--- config.mk ---
export PLATFORM = sky130hd
export DESIGN_NAME = call_request_queue
export DESIGN_NICKNAME = d
export VERILOG_FILES = /design/src/rtl/elevator_pkg.sv /design/src/rtl/btn_debounce.sv /design/src/rtl/call_request_queue.sv
export SDC_FILE = /design/constraint.sdc
export NUM_CORES = 1
export LEC_CHECK = 0
export CAP_MARGIN = 20
export CORE_MARGIN = 2
export CORE_UTILIZATION = 51
export CTS_CLUSTER_SIZE = 40
export DETAILED_ROUTE_END_ITERATION = 8
export PLACE_DENSITY = 0.8
export SLEW_MARGIN = 20
export SYNTH_ARGS = -nofsm -noshare
export SYNTH_HDL_FRONTEND = slang
export SYNTH_SLANG_ARGS = --single-unit
export TNS_END_PERCENT = 10
--- constraint.sdc ---
create_clock -name clk -period 2.21 [get_ports clk]
set_input_delay 0.442 -clock clk [delete_from_list [all_inputs] [get_ports clk]]
set_output_delay 0.442 -clock clk [all_outputs]
set_load 0.005 [all_outputs]
--- src/rtl/elevator_pkg.sv ---
// Shared floor encodings, arbiter state type and small floor helpers.
// Latency: n/a (types and pure functions only).
// Backpressure: n/a.
package elevator_pkg;

    typedef logic [1:0] floor_t;

    localparam floor_t GROUND     = 2'd0;
    localparam floor_t FIRST      = 2'd1;
    localparam floor_t SECOND     = 2'd2;
    localparam floor_t FLOOR_NONE = 2'd3;

    typedef enum logic [1:0] {
        ST_IDLE  = 2'd0,
        ST_ISSUE = 2'd1,
        ST_WAIT  = 2'd2
    } arb_state_t;

    // Absolute floor distance; only meaningful for real floors (0..2).
    function automatic logic [1:0] floor_dist(input floor_t a, input floor_t b);
        return (a > b) ? (a - b) : (b - a);
    endfunction

    // One-hot floor mask {second, first, ground}; FLOOR_NONE maps to no floor.
    function automatic logic [2:0] floor_onehot(input floor_t f);
        case (f)
            GROUND:  return 3'b001;
            FIRST:   return 3'b010;
            SECOND:  return 3'b100;
            default: return 3'b000;
        endcase
    endfunction

endpackage

--- src/rtl/btn_debounce.sv ---
// Button conditioner: 2-flop synchronizer, stability counter, rising-edge pulse.
// Latency: o_rise is high for one cycle, DEBOUNCE_CYCLES+2 edges after i_btn rises.
// Backpressure: none; pulses are single-cycle and must be consumed when high.
// Ports: clk, reset (async active-high), i_btn (raw async level), o_rise (pulse).
module btn_debounce #(
    parameter int DEBOUNCE_CYCLES = 4
) (
    input  logic clk,
    input  logic reset,
    input  logic i_btn,
    output logic o_rise
);

    localparam int CW = (DEBOUNCE_CYCLES < 2) ? 1 : $clog2(DEBOUNCE_CYCLES + 1);

    logic          r_sync1;
    logic          r_sync2;
    logic          r_level;
    logic          r_level_d;
    logic [CW-1:0] r_cnt;

    always_ff @(posedge clk or posedge reset) begin
        if (reset) begin
            r_sync1   <= 1'b0;
            r_sync2   <= 1'b0;
            r_level   <= 1'b0;
            r_level_d <= 1'b0;
            r_cnt     <= '0;
        end else begin
            r_sync1   <= i_btn;
            r_sync2   <= r_sync1;
            r_level_d <= r_level;
            // Count consecutive cycles the synchronized input disagrees with the
            // accepted level; any agreement restarts the count.
            if (r_sync2 == r_level) begin
                r_cnt <= '0;
            end else if (r_cnt == CW'(DEBOUNCE_CYCLES - 1)) begin
                r_level <= r_sync2;
                r_cnt   <= '0;
            end else begin
                r_cnt <= r_cnt + 1'b1;
            end
        end
    end

    assign o_rise = r_level & ~r_level_d;

endmodule

--- src/rtl/call_request_queue.sv ---
// Hall-call queue: debounced buttons -> pending calls -> one-at-a-time floor request.
// Latency: pending sets DEBOUNCE_CYCLES+3 edges after a press; request pulses one edge later.
// Backpressure: requests only issue while car_idle; unserved requests reissue after TIMEOUT_CYCLES.
// Ports: clk, reset (async active-high); btn_g/btn_f/btn_s/btn_emerg raw buttons;
//        car_floor/car_idle car status; g_f/f_f/s_f one-cycle floor request;
//        emerg_in latched emergency; pending {second, first, ground} outstanding calls.
module call_request_queue
    import elevator_pkg::*;
#(
    parameter int DEBOUNCE_CYCLES = 4,
    parameter int TIMEOUT_CYCLES  = 64
) (
    input  logic       clk,
    input  logic       reset,
    input  logic       btn_g,
    input  logic       btn_f,
    input  logic       btn_s,
    input  logic       btn_emerg,
    input  logic [1:0] car_floor,
    input  logic       car_idle,
    output logic       g_f,
    output logic       f_f,
    output logic       s_f,
    output logic       emerg_in,
    output logic [2:0] pending
);

    localparam int TCW = (TIMEOUT_CYCLES < 2) ? 1 : $clog2(TIMEOUT_CYCLES + 1);

    arb_state_t     r_state;
    floor_t         r_target;
    logic [2:0]     r_req;
    logic [TCW-1:0] r_tcnt;
    logic [2:0]     r_pending;
    logic           r_emerg;

    logic [2:0]     w_press;
    logic           w_emerg_rise;
    logic           w_emerg_next;
    logic [2:0]     w_service;
    logic [2:0]     w_pend_eff;
    floor_t         w_sel;
    logic [1:0]     w_best;
    logic [1:0]     w_dist;
    logic           w_found;

    btn_debounce #(.DEBOUNCE_CYCLES(DEBOUNCE_CYCLES)) u_db_g (
        .clk(clk), .reset(reset), .i_btn(btn_g), .o_rise(w_press[0])
    );
    btn_debounce #(.DEBOUNCE_CYCLES(DEBOUNCE_CYCLES)) u_db_f (
        .clk(clk), .reset(reset), .i_btn(btn_f), .o_rise(w_press[1])
    );
    btn_debounce #(.DEBOUNCE_CYCLES(DEBOUNCE_CYCLES)) u_db_s (
        .clk(clk), .reset(reset), .i_btn(btn_s), .o_rise(w_press[2])
    );
    btn_debounce #(.DEBOUNCE_CYCLES(DEBOUNCE_CYCLES)) u_db_e (
        .clk(clk), .reset(reset), .i_btn(btn_emerg), .o_rise(w_emerg_rise)
    );

    assign w_emerg_next = r_emerg ^ w_emerg_rise;

    // A call at the floor where the car sits idle is serviced on this edge.
    assign w_service  = car_idle ? floor_onehot(car_floor) : 3'b000;
    // Never arbitrate for a call that is being cleared on this same edge.
    assign w_pend_eff = r_pending & ~w_service;

    // Nearest pending floor; ascending scan with strict '<' gives ties to the
    // lower floor. With the car in motion all distances are equal, so the
    // lowest pending floor wins.
    always_comb begin
        w_sel   = GROUND;
        w_best  = 2'd3;
        w_dist  = 2'd0;
        w_found = 1'b0;
        for (int i = 0; i < 3; i++) begin
            if (w_pend_eff[i]) begin
                w_dist = (car_floor == FLOOR_NONE) ? 2'd0 : floor_dist(floor_t'(i), car_floor);
                if (!w_found || (w_dist < w_best)) begin
                    w_found = 1'b1;
                    w_best  = w_dist;
                    w_sel   = floor_t'(i);
                end
            end
        end
    end

    always_ff @(posedge clk or posedge reset) begin
        if (reset) begin
            r_state   <= ST_IDLE;
            r_target  <= GROUND;
            r_req     <= 3'b000;
            r_tcnt    <= '0;
            r_pending <= 3'b000;
            r_emerg   <= 1'b0;
        end else begin
            r_emerg <= w_emerg_next;

            // Service clears after the OR so a same-edge press of a serviced floor is dropped.
            if (w_emerg_next) begin
                r_pending <= 3'b000;
            end else begin
                r_pending <= (r_pending | w_press) & ~w_service;
            end

            if (w_emerg_next) begin
                r_state <= ST_IDLE;
                r_req   <= 3'b000;
                r_tcnt  <= '0;
            end else begin
                case (r_state)
                    ST_IDLE: begin
                        r_req <= 3'b000;
                        if ((|w_pend_eff) && car_idle) begin
                            r_state  <= ST_ISSUE;
                            r_target <= w_sel;
                            r_req    <= floor_onehot(w_sel);
                        end
                    end
                    ST_ISSUE: begin
                        r_req   <= 3'b000;
                        r_tcnt  <= '0;
                        r_state <= ST_WAIT;
                    end
                    ST_WAIT: begin
                        r_req <= 3'b000;
                        if (car_idle && (car_floor == r_target)) begin
                            r_state <= ST_IDLE;
                        end else if (r_tcnt >= TCW'(TIMEOUT_CYCLES - 1)) begin
                            // Give up; the pending bit is kept so IDLE reissues it.
                            r_state <= ST_IDLE;
                        end else begin
                            r_tcnt <= r_tcnt + 1'b1;
                        end
                    end
                    default: begin
                        r_state <= ST_IDLE;
                        r_req   <= 3'b000;
                    end
                endcase
            end
        end
    end

    assign g_f      = r_req[0];
    assign f_f      = r_req[1];
    assign s_f      = r_req[2];
    assign emerg_in = r_emerg;
    assign pending  = r_pending;

endmodule

[After elaboration in Yosys (flattened, before gate mapping)]
Cells that the tools add are included.
Widths: inputs -> output; s select.
Cells by class
  $add $sub $neg: 10
  order comparisons: 6
  equality and inequality tests: 20
  mux-type cells: 40
  bitwise gates (word level): 18
  reductions and logical operators: 18
Operators with widths (count)
  $mux 3: 13
  $mux 2: 15
  $mux 7: 3
  $pmux 3 s3: 2
  $pmux 7 s2: 1
  $add 3x1->3 const B: 4
  $eq 3x2->1 const B: 4
  $reduce_and 2->1: 5
  $ne 3x3->1 const B: 3
  $not 1->1: 9
  $eq 2x2->1 const B: 4
  $add 7x1->7 const B: 1
  $ge 7x6->1 const B: 1
  $and 3x3->3: 2
  $eq 2x1->1 const B: 3
  $logic_not 2->1: 3
  $pmux 2 s3: 1
  $reduce_and 3->1: 2
  $mux 1: 5
  $and 1x1->1: 4
  $eq 1x1->1: 4
  $gt 1x2->1 const A: 2
  $lt 2x2->1: 2
  $ne 4x4->1 const B: 1
  14 further kinds: 18
Storage, ports and cells
  bits in registers: 46
  input port bits: 9
  output and inout bits: 7
  word-level logic and storage cells: 138

[Logic depth before layout (Yosys ltp)]
Gate-level depths: netlist of the first run.
  depth in word-level cells: 19
  mapped depth: 12
  depth with buffers taken out: 11

[Hierarchy]
Synthesis of the first run repeated with hierarchy kept, for this count alone.
Second synthesis, totals
  cell total of the unflattened synthesis: 182
  area total of the unflattened synthesis: 2093.3 µm²
Modules (own cells, without submodules)
  call_request_queue: times used 1, cells each 118, area each 1067.3 µm², sequential area each 450.4 µm²
  btn_debounce: times used 4, cells each 16, area each 256.5 µm², sequential area each 175.2 µm²

[Least setup slack after synthesis of the first run]
OpenSTA, ideal clock, no wires.
  path type: input-to-reg
  from: input car_floor[1]
  to: register r_target[1]
  library setup time: 0.125 ns
  data arrival time: 2.474 ns
  data required time: 2.085 ns
  setup slack: -0.389 ns
  stages: 12
  buffers on the path: 1
  path through: clkbuf_1 -> nor2_1 -> o21a_1 -> ha_1 -> o21a_1 -> nor2_1 -> o31ai_1 -> nand2b_1 -> ha_1 -> nand3b_1 -> a32o_1 -> mux2_4
Between the ends
  cells in the longest elaborated chain, start to end: 14
  elaborated cells on any way between the ends: 39
  those cells by class: 5 x add/sub; 5 x order compare; 3 x eq/ne; 16 x mux; 2 x bitwise; 8 x reduce/logical
RTL lines
  start: declaration: RTL line call_request_queue.sv:19  | input logic [1:0] car_floor,
  $eq 2x2->1, or another cell as far along: RTL line elevator_pkg.sv:26  | case (f)
  $pmux 3 s3: RTL line elevator_pkg.sv:26
  $mux 3: RTL line call_request_queue.sv:63  | assign w_service = car_idle ? floor_onehot(car_floor) : 3'b000;
  $not 3->3: RTL line call_request_queue.sv:65  | assign w_pend_eff = r_pending & ~w_service;
  $and 3x3->3: RTL line call_request_queue.sv:65
  $mux 2 / $mux 1 (equally long branches): RTL line call_request_queue.sv:76  | if (w_pend_eff[i]) begin
  $lt 2x2->1 / $logic_not 1->1 (equally long branches): RTL line call_request_queue.sv:78  | if (!w_found || (w_dist < w_best)) begin
  $logic_or 1x1->1: RTL line call_request_queue.sv:78
  $mux 2 / $mux 1 (equally long branches): RTL line call_request_queue.sv:78
  $mux 2 / $mux 1 (equally long branches): RTL line call_request_queue.sv:76
  $lt 2x2->1 / $logic_not 1->1 (equally long branches): RTL line call_request_queue.sv:78
  $logic_or 1x1->1: RTL line call_request_queue.sv:78
  $mux 2: RTL line call_request_queue.sv:78
  $mux 2: RTL line call_request_queue.sv:76
  end signal: assignment: RTL line call_request_queue.sv:115  | r_target <= w_sel;
  end: declaration: RTL line call_request_queue.sv:31  | floor_t r_target;
Several ways; a longest one is shown, not always the timed one.
A chain may end at the register's enable or synchronous reset.

[Final worst setup path of the first run]
  from: register r_pending[0] (netlist: pending[0])
  to: register r_target[1]
Between the ends
  cells in the longest elaborated chain, start to end: 10
  elaborated cells on any way between the ends: 18
  those cells by class: 2 x order compare; 8 x mux; 1 x bitwise; 7 x reduce/logical
RTL lines
  start: declaration: RTL line call_request_queue.sv:34  | logic [2:0] r_pending;
  start signal: assignment: RTL line call_request_queue.sv:102  | r_pending <= (r_pending | w_press) & ~w_service;
  $and 3x3->3 (*): RTL line call_request_queue.sv:65
  $mux 2 / $mux 1 (equally long branches): RTL line call_request_queue.sv:76
  $lt 2x2->1 / $logic_not 1->1 (equally long branches): RTL line call_request_queue.sv:78
  $logic_or 1x1->1: RTL line call_request_queue.sv:78
  $mux 2 / $mux 1 (equally long branches): RTL line call_request_queue.sv:78
  $mux 2 / $mux 1 (equally long branches): RTL line call_request_queue.sv:76
  $lt 2x2->1 / $logic_not 1->1 (equally long branches): RTL line call_request_queue.sv:78
  $logic_or 1x1->1: RTL line call_request_queue.sv:78
  $mux 2: RTL line call_request_queue.sv:78
  $mux 2: RTL line call_request_queue.sv:76
Mark *: on every way between the ends. The rest lies on a longest branch, timed or not.

==> results of run 1 <==
-- power groups by stage --
| stage | logic, W | clock network [W] | registers [W] |
|---|---|---|---|
| floorplan | 0.000575 | 0 | 0.00118 |
| global placement | 0.000782 | 0 | 0.00120 |
| detailed placement | 0.000840 | 0 | 0.00122 |
| CTS | 0.000874 | 0.000598 | 0.00121 |
| global route | 0.00100 | 0.000631 | 0.00123 |
| finish | 0.000899 | 0.000578 | 0.00121 |
-- registers in the layout, summed over array words and instances, names as in the netlist, 2 cells and up --
| name | cells |
|---|---|
| r_state | 2 |
| r_req | 3 |
| pending | 3 |
| r_target | 2 |
| u_db_e.r_cnt | 3 |
| u_db_g.r_cnt | 3 |
| r_tcnt | 7 |
| u_db_f.r_cnt | 3 |
| u_db_s.r_cnt | 3 |
-- layer usage --
metal / track usage (%) / up-vias / part of all wire (%)
met5: 0 / - / 0
met4: 12.5 / 0 / 3.8
met3: 6.76 / 16 / 3.4
met2: 32.3 / 27 / 51
met1: 24.9 / 710 / 42
li1: - / 669 / -
-- timing repair --
item                                    4_1_cts  5_1_grt
hold buffers                                  0        0
buffers inserted                              5        1
resized for setup                            12        4
endpoints found under the setup margin        5        5
pin swaps                                    10        9
-- through the flow --
stage | hold WS (ns) | total power [W] | cells
2_1_floorplan | 0.331 | 0.00176 | 167
3_3_place_gp | 0.332 | 0.00199 | 242
3_5_place_dp | 0.336 | 0.00206 | 242
4_1_cts | 0.355 | 0.00268 | 255
5_1_grt | 0.370 | 0.00286 | 256
6_report | 0.358 | 0.00268 | 256
-- path summary, 6_finish.rpt --
kind                                          start                        end  slack [ns]  cells past startpoint
min                        u_db_s.r_sync1$_DFF_PP0_   u_db_s.r_sync2$_DFF_PP0_        0.36                      0
max                            pending[0]$_DFF_PP0_    r_target[1]$_DFFE_PP0P_       -0.02                     10
max reg2reg                    pending[0]$_DFF_PP0_    r_target[1]$_DFFE_PP0P_       -0.02                     10
min reg2reg                u_db_s.r_sync1$_DFF_PP0_   u_db_s.r_sync2$_DFF_PP0_        0.36                      0
max in group asynchronous                     reset         r_req[0]$_DFF_PP0_        1.24                      3
min in group asynchronous                     reset  u_db_e.r_cnt[2]$_DFF_PP0_        0.60                      3
-- layout make-up --
| cell class | instances | area [µm²] |
|---|---|---|
| Timing Repair Buffer | 36 | 305 |
| Tap cell | 48 | 60.1 |
| Fill cell | 288 | 1230 |
| Inverter | 7 | 28.8 |
| Multi-Input combinational cell | 111 | 833 |
| Clock buffer | 8 | 110 |
| Sequential cell | 46 | 1150 |
-- cells in the mapped netlist, drive strengths merged (4+ instances only) --
cell type	number	area, µm²
dfrtp	46	1150
nor2	7	26.3
a21oi	6	30.0
xnor2	4	35.0
nor3	6	30.0
nor2b	8	50.1
ha	7	87.6
inv	7	28.8
nand3	4	20.0
nand2b	5	33.8
nand2	5	18.8
nor3b	10	75.1
mux2	5	60.1
o21ai	5	25.0
-- logic make-up (layout without fill, tap and decap cells) --
kind of cell | Yosys count | after routing
AND/OR/NAND/NOR | 64 | 64
AO/OA/AOI/OAI | 26 | 26
adder cells (fa/ha/maj) | 7 | 7
buffers and inverters | 10 | 51
other | 1 | 1
XOR/XNOR | 7 | 7
multiplexers | 6 | 6
flip-flops | 46 | 46
-- worst max-delay path, cell delays in order, from the launching register on --
cell and delay, ns:
dfrtp_1 0.35, o21a_1 0.16, ha_1 0.13, o21a_1 0.15, nor2_2 0.04, o31ai_2 0.21
nand2b_1 0.14, ha_4 0.30, nand3b_1 0.09, a32o_2 0.29, mux2_4 0.27
==> parameters.txt, run 1 <==
Parameter                              Value

Outcome
  Run status ... complete, but fails checks
  Failing checks ... negative setup slack

Logic synthesis
  Mapped Avg Cell Area ... 12.0 µm²
  Part of the Yosys area used for sequential elements ... a little under three fifths
  Top flip-flop cell by instance count after synthesis ... dfrtp_1
  Post-Synth Adder-Cell Area ... roughly 4.4%
  #FFs+latches synth ... 46
  Number of enable flip-flop cells after synthesis ... 0
  Synth Area in XOR/XNOR ... 3.99%
  Number of distinct library cell variants in the gate-level netlist after synthesis ... 47
  Post-Syn Instances ... approximately 170
  Syn_nets ... around 180
  Mux contribution to synthesized area ... 3.49%
  Compound-Gate Fraction of Synth Area ... 8.86%
  Area share of and/or/nand/nor cells after synthesis ... 19.3%
  Largest family of logic cells by synthesized area ... simple AND/OR/NAND/NOR gates
  Number of warnings reported in the yosys synthesis log ... 0
  Async set-reset flop share out of synthesis ... 100%
  Synthesized area ... 2010 µm²

STA
  Max Clk Rate ... 448 MHz
  Final period util ... 101%
  Measured slew at the worst slew-check pin ... approximately 0.56 ns
  RSZ-0062 raised after global routing ... true
  Number of pins with negative max-slew slack in the final report ... 0
  Final Critical Period ... 2.23 ns
  Final hold violations ... 0
  Setup TNS ... -0.0244 ns
  Final setup violation count ... 1
  Max-slew headroom at the worst pin ... 63.0%
  Final worst slack ... -0.0244 ns
  Clock tree skew after final layout ... 0.00262 ns

Routing
  Count of nets left with antenna violations after detail routing ... 0
  DRC marker count from the first detailed-route iteration ... 61
  Wire length per cell ... 15.6 µm
  Number of remaining DRC errors ... 0
  Detailed Routing Iterations Pass 1 ... 5
  Number of vias per cell after detailed routing ... 5.55
  Via total after detailed routing ... 1,422
  Sum of routed wire length over all layers ... 3990 µm

Floorplan
  Die width ... about 67 µm
  Cell Rows ... 22
  I/O pin cnt ... 16
  Initial Utilization ... 54.0%
  Placeable Area ... 3720 µm²
  Area of the die ... 4450 µm²
  Vertical die dimension ... 66.7 µm

GRT
  Global-route total usage across every layer ... 20.7%
  Wire length of the first global-routing pass ... around 6600 µm
  Maximum number of pins on one net before global-route repair ... 47
  Global-route congestion overflow total ... 0
  Via count of the first global-routing pass ... ~1.4k
  Number of antenna violations at the first check in global routing ... 0

Layout
  Layout Area Growth over Synthesis ... 24.1%
  NumNets Final ... 223
  Most common cell after layout, fill and taps aside ... dfrtp_1
  Number of antenna diodes ... 0
  Final Core Density ... 67.0%
  Fraction of final layout cells with drive strength greater than 1 ... 23.6%
  Leading cell types in the layout, fill and taps excluded ... 46 x dfrtp_1, 21 x buf_4, 12 x clkdlybuf4s50_1, 10 x nor3b_1
  Post-route standard cell area excluding fillers ... 2490 µm²

Worst setup path
  Start-to-end type of the worst setup path ... flip-flop to flip-flop
  Startpoint type of the worst setup path ... flip-flop
  Required time of the critical path ... 2.40 ns
  Crit path capture type ... flip-flop
  Crit-path max FO ... 5
  Data arrival, critical path ... 2.42 ns

CTS
  Number of sinks on the clock net ... 46
  Num CTS Buffers ... 5
  Clk buf depth ... 2
  Count of H-tree levels built during CTS ... 2
  Latest clock arrival within the worst-skew pair ... 0.30 ns
  Root buffer cell ... clkbuf_8
  Clock-pin transition on the worst setup and hold timing paths ... 0.08 ns
  CTS tree ... built

Pwr
  Sequential Power Share ... 45.0%
  Clock share of power ... a little over a fifth
  Switching share of power ... 32.6%
  Leakage ... 1.13 nW
  Power per cell area ... 1080 nW/µm²
  P_int ... 0.00181 W
  Proportion of power drawn by combinational gates ... about a third
  Largest voltage drop on the vdd net ... around 0.00056 V
  Net Sw Power ... ~0.00088 W

Job
  Number of maximum-capacitance constraint violations ... 0

Placed design
  Placed standard-cell area ... 2310 µm²
  Count of buffers inserted at the top-level ports ... 15
  Dpl hpwl ... 2690 µm
  Routability congestion estimate from global placement ... 0.860
  Worst slack at placement ... -0.750 ns

Worst hold path
  HP Class ... flip-flop to flip-flop
Power figures use the tool's default switching activity.
==> run 2, diff against run 1 <==
--- a/config.mk
+++ b/config.mk
@@ -8,11 +8,10 @@
 export CAP_MARGIN = 20
 export CORE_MARGIN = 2
 export CORE_UTILIZATION = 51
-export CTS_CLUSTER_SIZE = 40
 export DETAILED_ROUTE_END_ITERATION = 8
 export PLACE_DENSITY = 0.8
-export SLEW_MARGIN = 20
 export SYNTH_ARGS = -nofsm -noshare
 export SYNTH_HDL_FRONTEND = slang
+export SYNTH_HIERARCHICAL = 1
 export SYNTH_SLANG_ARGS = --single-unit
 export TNS_END_PERCENT = 10
==> parameters.txt, run 2 <==
Parameter                              Value

STA
  Max Clk Rate ... 434 MHz (-3.0%)
  Final Critical Period ... 2.30 ns (+0.0688 ns)
  Max-slew headroom at the worst pin ... 56.7% (-6.3 points)
  Final period util ... 104% (+3.1 points)
  RSZ-0062 raised after global routing ... true
  Final setup violation count ... 5 (+4)
  Measured slew at the worst slew-check pin ... 0.642 ns (+0.0870 ns)
  Number of pins with negative max-slew slack in the final report ... 0 (unchanged)
  Clock tree skew after final layout ... 0.0119 ns (+0.00928 ns)
  Final worst slack ... -0.0932 ns (-0.0688 ns)
  Final hold violations ... 0 (unchanged)

GRT
  Met3 GRT Util ... 6.58% (-0.18 points)
  Wire length of the first global-routing pass ... 6860 µm (+3.8%)
  Global-route total usage across every layer ... 20.4% (-0.26 points)
  Via count of the first global-routing pass ... 1,511 (+4.4%)
  Number of antenna violations at the first check in global routing ... 0 (unchanged)
  Global-route congestion overflow total ... 0 (unchanged)
  GR Util met2 ... 31.8% (-0.45 points)
  Maximum number of pins on one net before global-route repair ... 19 (-60%)
  Grt peak-use layer ... met2
  Met1 layer usage reported by global route ... 26.2% (+1.4 points)

Layout
  Most common cell after layout, fill and taps aside ... dfrtp_1
  Number of flip-flops under the largest register name ... 7 (unchanged)
  Register with the most flip-flops ... r_tcnt
  Layout Area Growth over Synthesis ... 23.8%
  Leading cell types in the layout, fill and taps excluded ... 46 x dfrtp_1, 21 x buf_4, 12 x nor2_1, 12 x clkdlybuf4s50_1, 10 x nand2_1
  Final Core Density ... 65.2% (-1.7 points)
  NumNets Final ... 235 (+5.4%)
  Fraction of final layout cells with drive strength greater than 1 ... 23.6% (+0.079 points)
  Fill cells ... 306 (+6.3%)
  Number of antenna diodes ... 0 (unchanged)

Logic synthesis
  #FFs+latches synth ... 46 (unchanged)
  Number of distinct library cell variants in the gate-level netlist after synthesis ... 43 (-8.5%)
  Post-Syn Instances ... 182 (+9.0%)
  Number of warnings reported in the yosys synthesis log ... 6 (+6)
  Syn_nets ... 198 (+8.2%)
  Synthesized area ... 2090 µm² (+4.4%)
  Cell with the most instances after synthesis ... dfrtp_1
  Area share of the largest cell type after synthesis ... 55.0% (-2.4 points)
  Number of enable flip-flop cells after synthesis ... 0 (unchanged)
  Top cells by area in the synthesized netlist ... dfrtp_1 55%, ha_1 4.2%, xnor2_1 2.9%
  Mapped Avg Cell Area ... 11.5 µm² (-4.2%)
  Part of the Yosys area used for sequential elements ... 55.0% (-2.4 points)
  Top flip-flop cell by instance count after synthesis ... dfrtp_1
  List of most frequent post-synthesis cells ... 46 x dfrtp_1, 12 x nor2_1, 10 x nand2_1
  Top cell type by total area after synthesis ... dfrtp_1
  Async set-reset flop share out of synthesis ... 100% (unchanged)

Routing
  Sum of routed wire length over all layers ... 4040 µm (+1.1%)
  Number of vias per cell after detailed routing ... 5.61 (+1.1%)
  Number of remaining DRC errors ... 0 (unchanged)
  Via total after detailed routing ... 1,516 (+6.6%)
  Count of nets left with antenna violations after detail routing ... 0 (unchanged)
  DRC marker count from the first detailed-route iteration ... 130 (+110%)
  Detailed Routing Iterations Pass 1 ... 4 (-1)
  Wire length per cell ... 14.9 µm (-4.1%)

Floorplan
  Cell Rows ... 23 (+4.5%)
  Area of the die ... 4630 µm² (+4.1%)
  Placeable Area ... 3970 µm² (+6.9%)
  I/O pin cnt ... 16 (unchanged)
  Die width ... 68.1 µm (+2.0%)
  Vertical die dimension ... 68.1 µm (+2.0%)
  Initial Utilization ... 52.7% (-1.3 points)

Outcome
  Run status ... complete, but fails checks
  Failing checks ... negative setup slack

CTS
  CTS tree ... built
  Latest clock arrival within the worst-skew pair ... 0.30 ns (about the same)
  Clk buf depth ... 2 (unchanged)
  Count of H-tree levels built during CTS ... 2 (unchanged)
  Number of sinks on the clock net ... 46 (unchanged)
  Clock-pin transition on the worst setup and hold timing paths ... 0.09 ns (about the same)
  Num CTS Buffers ... 5 (unchanged)
  Root buffer cell ... clkbuf_8

Pwr
  Leakage ... 1.16 nW (+2.4%)
  Power per cell area ... 1140 nW/µm² (+5.7%)
  Total power ... 0.00296 W (+10%)
  Largest voltage drop on the vdd net ... 0.000690 V (+22%)

Worst hold path
  HP Class ... flip-flop to flip-flop

Placed design
  Dpl hpwl ... 2710 µm (+0.59%)
  Routability congestion estimate from global placement ... 0.856 (-0.48%)
  Count of buffers inserted at the top-level ports ... 15 (unchanged)
  Worst slack at placement ... -0.701 ns (+0.0486 ns)

Worst setup path
  Crit path capture type ... flip-flop
  Peak per-stage delay on the critical path ... 0.31 ns (-0.04 ns)
  Crit-path max FO ... 5 (unchanged)
  Start-to-end type of the worst setup path ... input port to flip-flop
  Cell repeated most along the worst path ... o21a_1
  Crit path max-delay cell type ... a32o_2
  Startpoint type of the worst setup path ... input port
  Required time of the critical path ... 2.41 ns (about the same)
  Data arrival, critical path ... 2.50 ns (+0.08 ns)
  Crit-path cells ... clkdlybuf4s15_2, o21a_1, ha_1, o21a_1, a21oi_2, o21ai_2, nand2b_1, ha_4, nand3b_1, a32o_2, mux2_4

Job
  Number of maximum-capacitance constraint violations ... 0 (unchanged)
==> run 2: cell types whose count changed in the layout (fill, tap and decap cells not counted), moves of 3 or more <==
cell / delta
and2_1: -3
inv_1: +4
nand2_1: +5
nand3_1: +3
nor2_1: +7
nor2b_4: +4
nor3b_1: -3
nor3b_2: +4
xnor2_1: +3
==> run 2: cells by family (layout without fill, tap and decap cells) <==
kind of cell	Yosys count	count (layout)	synth area share (%)
compound gates	26	26	8.37
xor+xnor	7	7	2.93
fa+ha+maj	7	7	4.18
buf+inv	14	52	2.99
flops	46	46	55.0
mux	6	6	3.35
other cells	1	1	0.179
simple gates	75	75	23.0
==> run 2: path summary, 6_finish.rpt <==
check | start | to | slack [ns] | depth (start not counted)
worst min-delay path | u_db_f/r_sync1$_DFF_PP0_ | u_db_f/r_sync2$_DFF_PP0_ | 0.36 | 0
max in group asynchronous | reset | r_state[0]$_DFFE_PP0P_ | 1.42 | 3
worst max register to register | pending[0]$_DFF_PP0_ | r_target[1]$_DFFE_PP0P_ | -0.09 | 10
worst min register to register | u_db_f/r_sync1$_DFF_PP0_ | u_db_f/r_sync2$_DFF_PP0_ | 0.36 | 0
min in group asynchronous | reset | u_db_f/r_cnt[1]$_DFF_PP0_ | 0.50 | 2
worst max-delay path | car_floor[0] | r_target[1]$_DFFE_PP0P_ | -0.09 | 11
==> run 2: worst max-delay path: cells and delay by family <==
family,cells,cell delay (ns)
and+or+nand+nor,2,0.22
adders and majority gates,2,0.43
AOI/OAI and AO/OA,5,0.95
buffers and inverters,1,0.19
muxes,1,0.27
==> run 2: power by group <==
part,switching [W],internal [W]
clock,0.000285,0.000482
sequential,0.000147,0.00105
combinational,0.000482,0.000512
total,0.000915,0.00204
==> run 2: through the flow <==
stage | hold WS [ns] | cells | TNS, ns | area, µm²
floorplan | 0.245 | 182 | -1.46 | 2100
global placement | 0.333 | 256 | -3.11 | 2390
detailed placement | 0.336 | 256 | -3.83 | 2390
CTS | 0.360 | 269 | -0.00515 | 2580
global route | 0.375 | 270 | -0.716 | 2590
finish | 0.358 | 270 | -0.318 | 2590
==> run 2: metal layers <==
layer	part of all wire, %	wire length, µm
met5	0	0
met4	2.5	101
met3	5.9	240
met2	48	1950
met1	43	1740
==> run 2: cell type report <==
class / instances / area (µm²) / share of cell area (%)
multi-input cells: 122 / 906 / 35.0
flip-flops and latches: 46 / 1150 / 44.4
repair buffers: 36 / 299 / 11.5
well taps: 50 / 62.6 / 2.41
inverters: 8 / 30.0 / 1.16
clock buffers: 6 / 82.6 / 3.19
clock inverters: 2 / 60.1 / 2.32
==> run 2: timing repair <==
action / 4_1_cts / 5_1_grt
pin swaps: 9 / 4
hold buffers: 0 / 0
setup buffers: 5 / 1
setup endpoints to repair: 5 / 5
resized for setup: 13 / 2
